## config.mk

```make
export PLATFORM = sky130hd
export DESIGN_NAME = apb_wdt
export DESIGN_NICKNAME = d
export VERILOG_FILES = /design/src/rtl/apb_wdt.sv
export SDC_FILE = /design/constraint.sdc
export NUM_CORES = 1
export LEC_CHECK = 0
export CAP_MARGIN = 20
export CORE_MARGIN = 2
export CORE_UTILIZATION = 54
export CTS_BUF_LIST = sky130_fd_sc_hd__clkbuf_4 sky130_fd_sc_hd__clkbuf_8
export CTS_CLUSTER_SIZE = 12
export DETAILED_ROUTE_END_ITERATION = 8
export PLACE_DENSITY = 0.92
export SLEW_MARGIN = 20
export SYNTH_ARGS = -nofsm -noshare
export SYNTH_HDL_FRONTEND = slang
export SYNTH_SLANG_ARGS = --single-unit
```

## constraint.sdc

```tcl
create_clock -name pclk -period 3 [get_ports pclk]
set_input_delay 0.3 -clock pclk [delete_from_list [all_inputs] [get_ports pclk]]
set_output_delay 0.3 -clock pclk [all_outputs]
set_load 0.02 [all_outputs]
```

## src/rtl/apb_wdt.sv

```systemverilog
// APB watchdog: 32-bit down-counter that flags an interrupt on first expiry and
// a sticky reset request on an unserviced second expiry; wait states on pready.
module apb_wdt #(
  parameter int unsigned WAIT_STATES = 1,
  parameter logic [31:0] LOAD_RESET  = 32'hFFFF_FFFF
) (
  input  logic        pclk,
  input  logic        preset,
  input  logic        psel,
  input  logic        penable,
  input  logic        pwrite,
  input  logic [31:0] paddr,
  input  logic [31:0] pwdata,
  output logic [31:0] prdata,
  output logic        pready,
  output logic        wdogint,
  output logic        wdogres
);

  localparam logic [1:0]  IDLE   = 2'd0;
  localparam logic [1:0]  SETUP  = 2'd1;
  localparam logic [1:0]  ACCESS = 2'd2;

  localparam logic [2:0]  WS         = 3'(WAIT_STATES);
  localparam logic [31:0] UNLOCK_KEY = 32'h1ACC_E551;

  localparam logic [8:0]  A_LOAD   = 9'h000;
  localparam logic [8:0]  A_VALUE  = 9'h001;
  localparam logic [8:0]  A_CTRL   = 9'h002;
  localparam logic [8:0]  A_INTCLR = 9'h003;
  localparam logic [8:0]  A_RIS    = 9'h004;
  localparam logic [8:0]  A_MIS    = 9'h005;
  localparam logic [8:0]  A_LOCK   = 9'h010;

  logic [1:0]  state_q, state_nx, cur_state;
  logic [2:0]  wait_q, wait_nx;
  logic [31:0] load_q, load_nx;
  logic [31:0] count_q, count_nx;
  logic        inten_q, inten_nx;
  logic        resen_q, resen_nx;
  logic        ris_q, ris_nx;
  logic        res_req_q, res_req_nx;
  logic        locked_q, locked_nx;
  logic [31:0] prdata_q, rdata_nx;

  logic [8:0]  word_addr;
  logic        commit, wr;
  logic        wr_load, wr_ctrl, wr_intclr, wr_lock;
  logic        stop_cnt, expiry;
  logic        unused_addr_bits;

  assign word_addr        = paddr[10:2];
  assign unused_addr_bits = ^{paddr[31:11], paddr[1:0]};

  // A setup phase on the bus always means SETUP, whatever the registered state,
  // so back-to-back transfers need no extra idle cycle.
  assign cur_state = (psel && !penable) ? SETUP : state_q;
  assign pready    = (cur_state != ACCESS) || (wait_q >= WS);
  assign commit    = (cur_state == ACCESS) && psel && penable && pready;
  assign wr        = commit && pwrite;

  assign wr_load   = wr && !locked_q && (word_addr == A_LOAD);
  assign wr_ctrl   = wr && !locked_q && (word_addr == A_CTRL);
  assign wr_intclr = wr && !locked_q && (word_addr == A_INTCLR);
  assign wr_lock   = wr && (word_addr == A_LOCK);

  // NOTE: every variable gets a default at the top of an always_comb so no
  // path through the case/if tree leaves it unassigned and infers a latch.
  always_comb begin
    state_nx = IDLE;
    wait_nx  = wait_q;
    case (cur_state)
      SETUP: begin
        state_nx = ACCESS;
        wait_nx  = '0;
      end
      ACCESS: begin
        if (psel && penable && !pready) begin
          state_nx = ACCESS;
          wait_nx  = wait_q + 3'd1;
        end
      end
      default: ;
    endcase
  end

  // A CTRL write clearing INTEN freezes the counter in the same cycle and
  // swallows any expiry that would have happened there.
  assign stop_cnt = wr_ctrl && !pwdata[0];
  assign expiry   = inten_q && (count_q == '0) && !stop_cnt;

  always_comb begin
    load_nx    = wr_load ? pwdata : load_q;
    inten_nx   = wr_ctrl ? pwdata[0] : inten_q;
    resen_nx   = wr_ctrl ? pwdata[1] : resen_q;
    locked_nx  = wr_lock ? (pwdata != UNLOCK_KEY) : locked_q;
    ris_nx     = wr_intclr ? 1'b0 : (ris_q | expiry);
    res_req_nx = res_req_q | (expiry && ris_q && resen_q && !wr_intclr);

    count_nx = count_q;
    if (wr_load) begin
      count_nx = pwdata;
    end else if (wr_intclr || (wr_ctrl && pwdata[0] && !inten_q)) begin
      count_nx = load_q;
    end else if (inten_q && !stop_cnt) begin
      count_nx = (count_q == '0) ? load_q : count_q - 32'd1;
    end
  end

  // Read data is captured from next-state values so the word presented in the
  // pready cycle matches register contents during that cycle.
  always_comb begin
    rdata_nx = '0;
    case (word_addr)
      A_LOAD:  rdata_nx = load_nx;
      A_VALUE: rdata_nx = count_nx;
      A_CTRL:  rdata_nx = {30'd0, resen_nx, inten_nx};
      A_RIS:   rdata_nx = {31'd0, ris_nx};
      A_MIS:   rdata_nx = {31'd0, ris_nx & inten_nx};
      A_LOCK:  rdata_nx = {31'd0, locked_nx};
      default: ;
    endcase
  end

  // NOTE: sequential state uses non-blocking assignments so every register
  // samples pre-edge values regardless of statement order.
  always_ff @(posedge pclk) begin
    if (preset) begin
      state_q   <= IDLE;
      wait_q    <= '0;
      load_q    <= LOAD_RESET;
      count_q   <= LOAD_RESET;
      inten_q   <= 1'b0;
      resen_q   <= 1'b0;
      ris_q     <= 1'b0;
      res_req_q <= 1'b0;
      locked_q  <= 1'b0;
      prdata_q  <= '0;
      wdogint   <= 1'b0;
      wdogres   <= 1'b0;
    end else begin
      state_q   <= state_nx;
      wait_q    <= wait_nx;
      load_q    <= load_nx;
      count_q   <= count_nx;
      inten_q   <= inten_nx;
      resen_q   <= resen_nx;
      ris_q     <= ris_nx;
      res_req_q <= res_req_nx;
      locked_q  <= locked_nx;
      prdata_q  <= (state_nx == ACCESS && !pwrite) ? rdata_nx : '0;
      wdogint   <= ris_q & inten_q;
      wdogres   <= res_req_q;
    end
  end

  assign prdata = (cur_state == ACCESS && pready) ? prdata_q : '0;

endmodule

```

==> results_dict.tcl <==
set metrics [dict create \
    run_status "completed" \
    arrival_ps 3080 \
    num_vias 5019 \
    required_ps 3230 \
    yosysSeqAreaShare_pct 40.3 \
    period_share_pct 95.1 \
    yosysTopAreaCellShare_pct 40.3 \
    cts_root_buffer "clkbuf_8" \
    max_slew_margin_pct 61.4 \
    timing.final.ws_setup_ps 148 \
    vdd_drop_max_mv 0.261 \
    place_ws_ps -127 \
    area.growth.synth_to_final_pct 26.3 \
    layout.nets 767 \
    die_h_um 103 \
    ys_ff_latch 107 \
    timing.rr.start "wait_q[0]$_SDFFE_PP0P_" \
    drive_above_1_share_pct 10.9 \
    max_cap_violations 0 \
    cts.htree.levels 3 \
    fillCellCount 754 \
    drtPass1Iterations 5 \
    cp_max_fo 6 \
    grt-ovfl-total 0 \
    yosysMostFrequentCell "dfxtp_1" \
    synth_area_per_cell_um2 8.91 \
    ctsLongestPathBuffers 2 \
    async_flop_share_pct 0 \
    antenna_cells 0 \
    die_area_mm2 0.0107 \
    timing.hold.ws_ps 463 \
    grt_usage_pct 27.7 \
    slew_viol_final 0 \
    grt_max_degree 66 \
    start_kind "flop" \
    reg2reg_slack_ps 150 \
    critPathKind "flop to flop" \
    end_kind "flop" \
    cts-hold-fix-buffers 0 \
    cts_tree "built" \
    dpl.hpwl_um 10400 \
    num_rows 36 \
    clk_pin_slew_worst_paths_ps 90 \
    synth_area_leaders "dfxtp_1, mux2i_1, nand2b_1" \
    setup_violations 0 \
    clock_sinks 107 \
    layout_min_cycle_time_ps 2850 \
    hold_path_class "flop to flop" \
    post-route-util_pct 69.4 \
    leakage_nw 3.06 \
    coreArea_mm2 0.00968 \
    syn_nets 670 \
    drc 0 \
    worstMarginPinSlew_ps 579 \
    fp.dieW_um 103 \
    grt_pass1_wl_um 23100 \
    syn_area_mm2 0.00532 \
    max_freq_mhz 351 \
    yosysTopAreaCell "dfxtp_1" \
    cts_buffers 9 \
    viasPerCell 6.05 \
    synth_cells 597 \
    postRouteAntennaNets 0 \
    placed_cell_area_mm2 0.00638 \
    wire_per_inst_um 17.7 \
    finalHoldViolCount 0 \
    grt_pass1_vias 4885 \
    synthTopCellsByCount "dfxtp_1, nand2_1, nand2b_1" \
    synth_ff_type "dfxtp_1" \
    crit_end "prdata_q[6]$_SDFF_PP0_" \
    gp_congestion 0.928 \
    rr_endpoint "prdata_q[6]$_SDFF_PP0_" \
    antenna_found_initial 0 \
    start_util_pct 54.9 \
    totalWireLength_um 14700 \
    synth-warning-count 0 \
    drt_iter0_drc 337 \
    portBuffers 80 \
    worstSkewPairLatency_ps 370 \
    p_per_area_mw_per_mm2 362 \
    yosysUniqueCellTypes 68 \
    startpoint "wait_q[0]$_SDFFE_PP0P_" \
    final_area_mm2 0.00672 \
    io_pins 104 \
    finClkSkew_ps 16.2 \
    synth-edff-count 0 \
    reg2reg_depth 10 \
]
[cell families after synthesis]
logic type / Yosys count / share of synthesized area [%]
adders and majority gates: 4 / 0.941
DFF: 107 / 40.3
muxes: 37 / 6.98
and+or+nand+nor: 251 / 27.1
buffers and inverters: 46 / 4.09
AOI/OAI and AO/OA: 130 / 17.0
xor gates and xnor gates: 22 / 3.62
[metrics by stage]
step | TNS (ps) | power (mW) | std cells
after floorplan | 0 | 1.50 | 597
after global placement | 0 | 1.59 | 809
after detailed placement | -1680 | 1.59 | 809
after CTS | 0 | 2.44 | 823
after global routing | -46.2 | 2.51 | 830
final | 0 | 2.43 | 830
[registers in the layout, indices dropped and copies added (netlist names)]
name       flops
wait_q         3
ris_q          1
wdogint        1
res_req_q      1
wdogres        1
prdata_q      32
load_q        32
count_q       32
state_q        1
resen_q        1
locked_q       1
inten_q        1
[cells in the final DEF, fill, tap and decap left out, drive strengths merged, types with 4 or more instances in the layout]
cell,Yosys,routed
a211oi,4,4
a21oi,21,21
a22o,4,4
and2,33,33
and3,9,9
buf,9,41
clkbuf,26,10
clkdlybuf4s50,0,60
dfxtp,107,107
dlymetal6s2s,0,20
ha,4,4
inv,11,12
mux2i,36,36
nand2,50,50
nand2b,43,43
nand3,13,13
nand4,4,4
nor2,27,27
nor2b,7,7
nor3,17,17
nor4,11,11
nor4b,4,4
o2111ai,4,4
o211ai,11,11
o21ai,21,21
o221ai,14,14
o22ai,29,29
or2,5,5
or3,8,8
or4,7,7
xnor2,5,5
xor2,17,17
[final cells by class]
cell class	count	area (um2)	share of cell area, %
Tap cell	133	166	2.48
Inverter	11	41.3	0.614
Clock buffer	10	138	2.05
Multi-Input combinational cell	444	3000	44.6
Timing Repair Buffer	121	1180	17.6
Sequential cell	107	2140	31.9
Clock inverter	4	51.3	0.763
[repair_timing]
action                                  in CTS  in global routing
cloned                                       0                  0
endpoints found under the setup margin      41                 53
pin swaps                                    0                  5
resized for setup                            4                 24
setup buffers                                0                  7
[worst max-delay path, cell delays in order (launching register included)]
cell and delay (ps):
dfxtp_1 450, ha_1 260, o41ai_4 90, buf_4 160, buf_4 130, nor3_2 300
a31oi_1 230, a211oi_4 440, inv_1 220, o21ai_0 310, o22ai_1 130
[power breakdown]
part / switching (mW) / internal (mW) / total [mW]
clock network: 0.465 / 0.402 / 0.866
logic: 0.0636 / 0.0808 / 0.144
registers: 0.00146 / 1.42 / 1.42
total: 0.530 / 1.90 / 2.43
[per-layer routing]
metal	GRT usage, %	wire (um)	vias up
li1	-	-	2369
met1	35.6	6260	2397
met2	46.3	7160	227
met3	5.71	1020	26
met4	10.0	280	0
met5	0	0	-
[worst min path at each step]
stage	from	end	slack [ps]	cells after the start
finish	ris_q$_SDFF_PP0_	wdogint$_SDFF_PP0_	460	2
global route	ris_q$_SDFF_PP0_	wdogint$_SDFF_PP0_	480	2
CTS	ris_q$_SDFF_PP0_	wdogint$_SDFF_PP0_	470	2
detailed placement	ris_q$_SDFF_PP0_	wdogint$_SDFF_PP0_	450	2
global placement	ris_q$_SDFF_PP0_	wdogint$_SDFF_PP0_	430	2
floorplan	penable	state_q[1]$_SDFF_PP0_	390	1
Note: power is estimated with default switching activity, not from simulation.
==> variant 1: new RTL, same settings <==
Take the reset off `prdata_q` and load it in a clocked block of its own.
--- a/src/rtl/apb_wdt.sv
+++ b/src/rtl/apb_wdt.sv
@@ -136,5 +136,4 @@
       res_req_q <= 1'b0;
       locked_q  <= 1'b0;
-      prdata_q  <= '0;
       wdogint   <= 1'b0;
       wdogres   <= 1'b0;
@@ -149,8 +148,11 @@
       res_req_q <= res_req_nx;
       locked_q  <= locked_nx;
-      prdata_q  <= (state_nx == ACCESS && !pwrite) ? rdata_nx : '0;
       wdogint   <= ris_q & inten_q;
       wdogres   <= res_req_q;
     end
+  end
+
+  always_ff @(posedge pclk) begin
+    prdata_q <= (state_nx == ACCESS && !pwrite) ? rdata_nx : '0;
   end
 
Behaviour: no difference found for any inputs over 10 cycles, from zero or initial values and one cycle with preset high; that may be too few to reach the edited logic, so the function may still have changed.
==> variant 1 against the unedited design <==
Worst setup slack lost 0.035 ns; critical endpoint is now prdata_q[0]; maximum frequency down 1.2%; highest routed layer unchanged; design area rose by 4.9%; cell count is 11% higher; sequential cell count stayed put; power up 1.5%; synthesized area rose by 1.0%; wire length grew 18%.
==> variant 1: results (changes against the unedited design) <==
metric	value	unit	change
detail_route.iter0.violations	377		+12%
wl_met3	1350	um	+32%
syn_inst	648		+8.5%
status	completed		
clkCellAreaFrac	0.0273		-0.000784
wl_met1	7110	um	+13%
syn2layout_area_growth	31.2	%	
cp_slowest_cell	or4_1		
wl_per_cell	18.8	um	+6.0%
track_usage	0.322		+0.0448
non_clock_inverter_count	14		+3
critPathKind	in2reg		
finalClockSkew	0.0152	ns	-0.000957 ns
switching_share	0.236		+0.0184
grt_pass1_wl	28000	um	+21%
hold_ws	0.470	ns	+0.00683 ns
hold_start	load_q[16]		
synth_common_cells	dfxtp_1, nand2_1, nor2_1, a21oi_1, and2_1		
tightest_slew	0.746	ns	+0.168 ns
multi_input_area	3010	um2	+0.38%
n_all_buffers	165		+36%
vias_per_cell	6.11		+1.0%
grt_max_degree	44		-33%
cp-startpoint	paddr[5]		
p_leak	2.70	nW	-12%
bufAreaShareNonClock	0.211		+0.0350
layout.nets	859		+12%
grtUsageMet1	0.405		+0.0494
power_density	350	nW/um2	-3.3%
synthTopCellsByArea	dfxtp_1, a21oi_1, nand2_1, nor2_1, mux2i_1		
ir_drop	0.244	mV	-6.7%
reg2reg_depth	13		+3
crit_family	buffers and inverters		
synth_nets	721		+7.6%
num-multi-input-gates	489		+10%
## variant 1: cell count changes after synthesis, sizes merged, moves of 7 or more
cell,delta
o221ai,-14
mux2i,-13
o21ai,+15
and3,-7
o2bb2ai,+13
nand2b,-39
nor2,+37
a21oi,+30
nand2,+18
## variant 1: power by group through the flow
stage          Clock [W]  Sequential (W)  Combinational [W]
2_1_floorplan          0         0.00145          0.0000507
3_3_place_gp           0         0.00145           0.000150
3_5_place_dp           0         0.00145           0.000154
4_1_cts         0.000893         0.00142           0.000155
5_1_grt         0.000940         0.00142           0.000167
6_report        0.000888         0.00142           0.000158
## variant 1: timing repair
action / in CTS / in global routing
buffers inserted: 0 / 3
setup endpoints to repair: 0 / 5
endpoints found under the hold margin: 0 / 0
==> variant 2: new RTL, same flow settings <==
Without the edit above. The parameter `LOAD_RESET` goes from 32'hFFFF_FFFF to 32'h80000000.
--- a/src/rtl/apb_wdt.sv
+++ b/src/rtl/apb_wdt.sv
@@ -3,5 +3,5 @@
 module apb_wdt #(
   parameter int unsigned WAIT_STATES = 1,
-  parameter logic [31:0] LOAD_RESET  = 32'hFFFF_FFFF
+  parameter logic [31:0] LOAD_RESET  = 32'h80000000
 ) (
   input  logic        pclk,
Formal check against the unedited RTL: not equivalent (a bounded check fails within 4 cycles, from zero or initial values and one cycle with preset high).
==> variant 2 against the unedited design <==
Via count up 5.9%; design area up 0.87%; worst setup slack worse by 0.12 ns; synthesized area down 1.4%; sequential cell count unchanged; wire length up 5.3%; count of clock-buffer cells in the layout down 1; critical endpoint is now prdata_q[1]; combinational power down 6%; critical path depth down 2; worst hold slack worse by 0.26 ns; non-clock buffer count up 12; power up 1.6%; synthesized cell count up 3.2%.
==> variant 2: results (changes against the unedited design) <==
metric	value	unit	change
clk_pin_slew	0.11	ns	+0.02 ns
synth_cell_types	59		-13%
hp-class	in2reg		
layout.nets	798		+4.0%
diodes	0		unchanged
seq_cells	107		unchanged
portBuffers	80		unchanged
bufAreaShareNonClock	0.182		+0.00604
multi_input_area_share	0.444		-0.00221
reg2reg_depth	8		-2
grt_pass1_vias	5191		+6.3%
place_ws	-0.106	ns	+0.0208 ns
detail_route.iter0.violations	492		+46%
grtUsageMet1	0.387		+0.0311
ir_drop	0.314	mV	+20%
power_clock	0.000914	W	+5.5%
dr.pass1.iters	6		+1
crit_arrival	3.26	ns	+0.18 ns
syn2layout_area_growth	29.3	%	
drive_gt1_frac	0.137		+0.0281
synthTopCellsByArea	dfxtp_1, nor2_1, mux2i_1, and2_1, xnor2_1		
synth_nets	689		+2.8%
track_usage	0.301		+0.0238
num_vias	5314		+5.9%
num-multi-input-gates	465		+4.7%
wl	15500	um	+5.3%
r2r-start	count_q[2]		
status	completed		
grt_max_degree	73		+11%
sh_seq_area	0.316		-0.00276
gp_congestion	0.906		-2.3%
hold_path_depth	3		+1
crit_family	simple AND/OR/NAND/NOR gates		
critPathKind	reg2reg		
hpwl	11000	um	+5.9%
avgSynthCellArea	8.52	um2	-4.5%
critical_path.max_stage_delay	0.58	ns	+0.13 ns
use_met3	0.0515		-0.00560
p_leak	2.57	nW	-16%
synth_common_cells	dfxtp_1, nor2_1, nand2_1, and2_1, nor3_1		
crit_path_max_fanout	8		+2
ctsResizeCount	2		-2
power_density	364	nW/um2	+0.71%
non_clock_inverter_count	9		-2
internal-power	0.00188	W	-1.0%
place_inst	840		+3.8%
place_area	6490	um2	+1.6%
wl_per_cell	18.1	um	+1.9%
use_met2	0.494		+0.0312
nFillCells	717		-4.9%
max_freq	0.336	GHz	-4.2%
seq_area_frac_synth	0.408		+0.00576
finalClockSkew	0.0129	ns	-0.00333 ns
htree_levels	3		unchanged
syn_inst	616		+3.2%
-- variant 2: cells by family after synthesis --
logic type	after synthesis	synth area share
and+or+nand+nor	280	0.278
adders and majority gates	5	0.0114
DFF	107	0.408
xor gates and xnor gates	28	0.0467
buffers and inverters	44	0.0329
AOI/OAI and AO/OA	121	0.163
muxes	31	0.0596
-- variant 2: how the worst min path moves through the flow --
stage | slack, ns | start | to
6_report | 0.20 | preset | state_q[1]
5_1_grt | 0.22 | preset | state_q[1]
4_1_cts | 0.20 | preset | state_q[1]
3_5_place_dp | 0.45 | ris_q | wdogint
3_3_place_gp | 0.45 | ris_q | wdogint
2_1_floorplan | 0.40 | penable | state_q[1]
-- variant 2: metal layers --
metal	vias to the layer above	wire (um)	part of all wire
met3	53	1390	0.090
met2	279	7290	0.47
li1	2457	-	-
met1	2525	6340	0.41
met5	-	0	0
met4	0	491	0.032
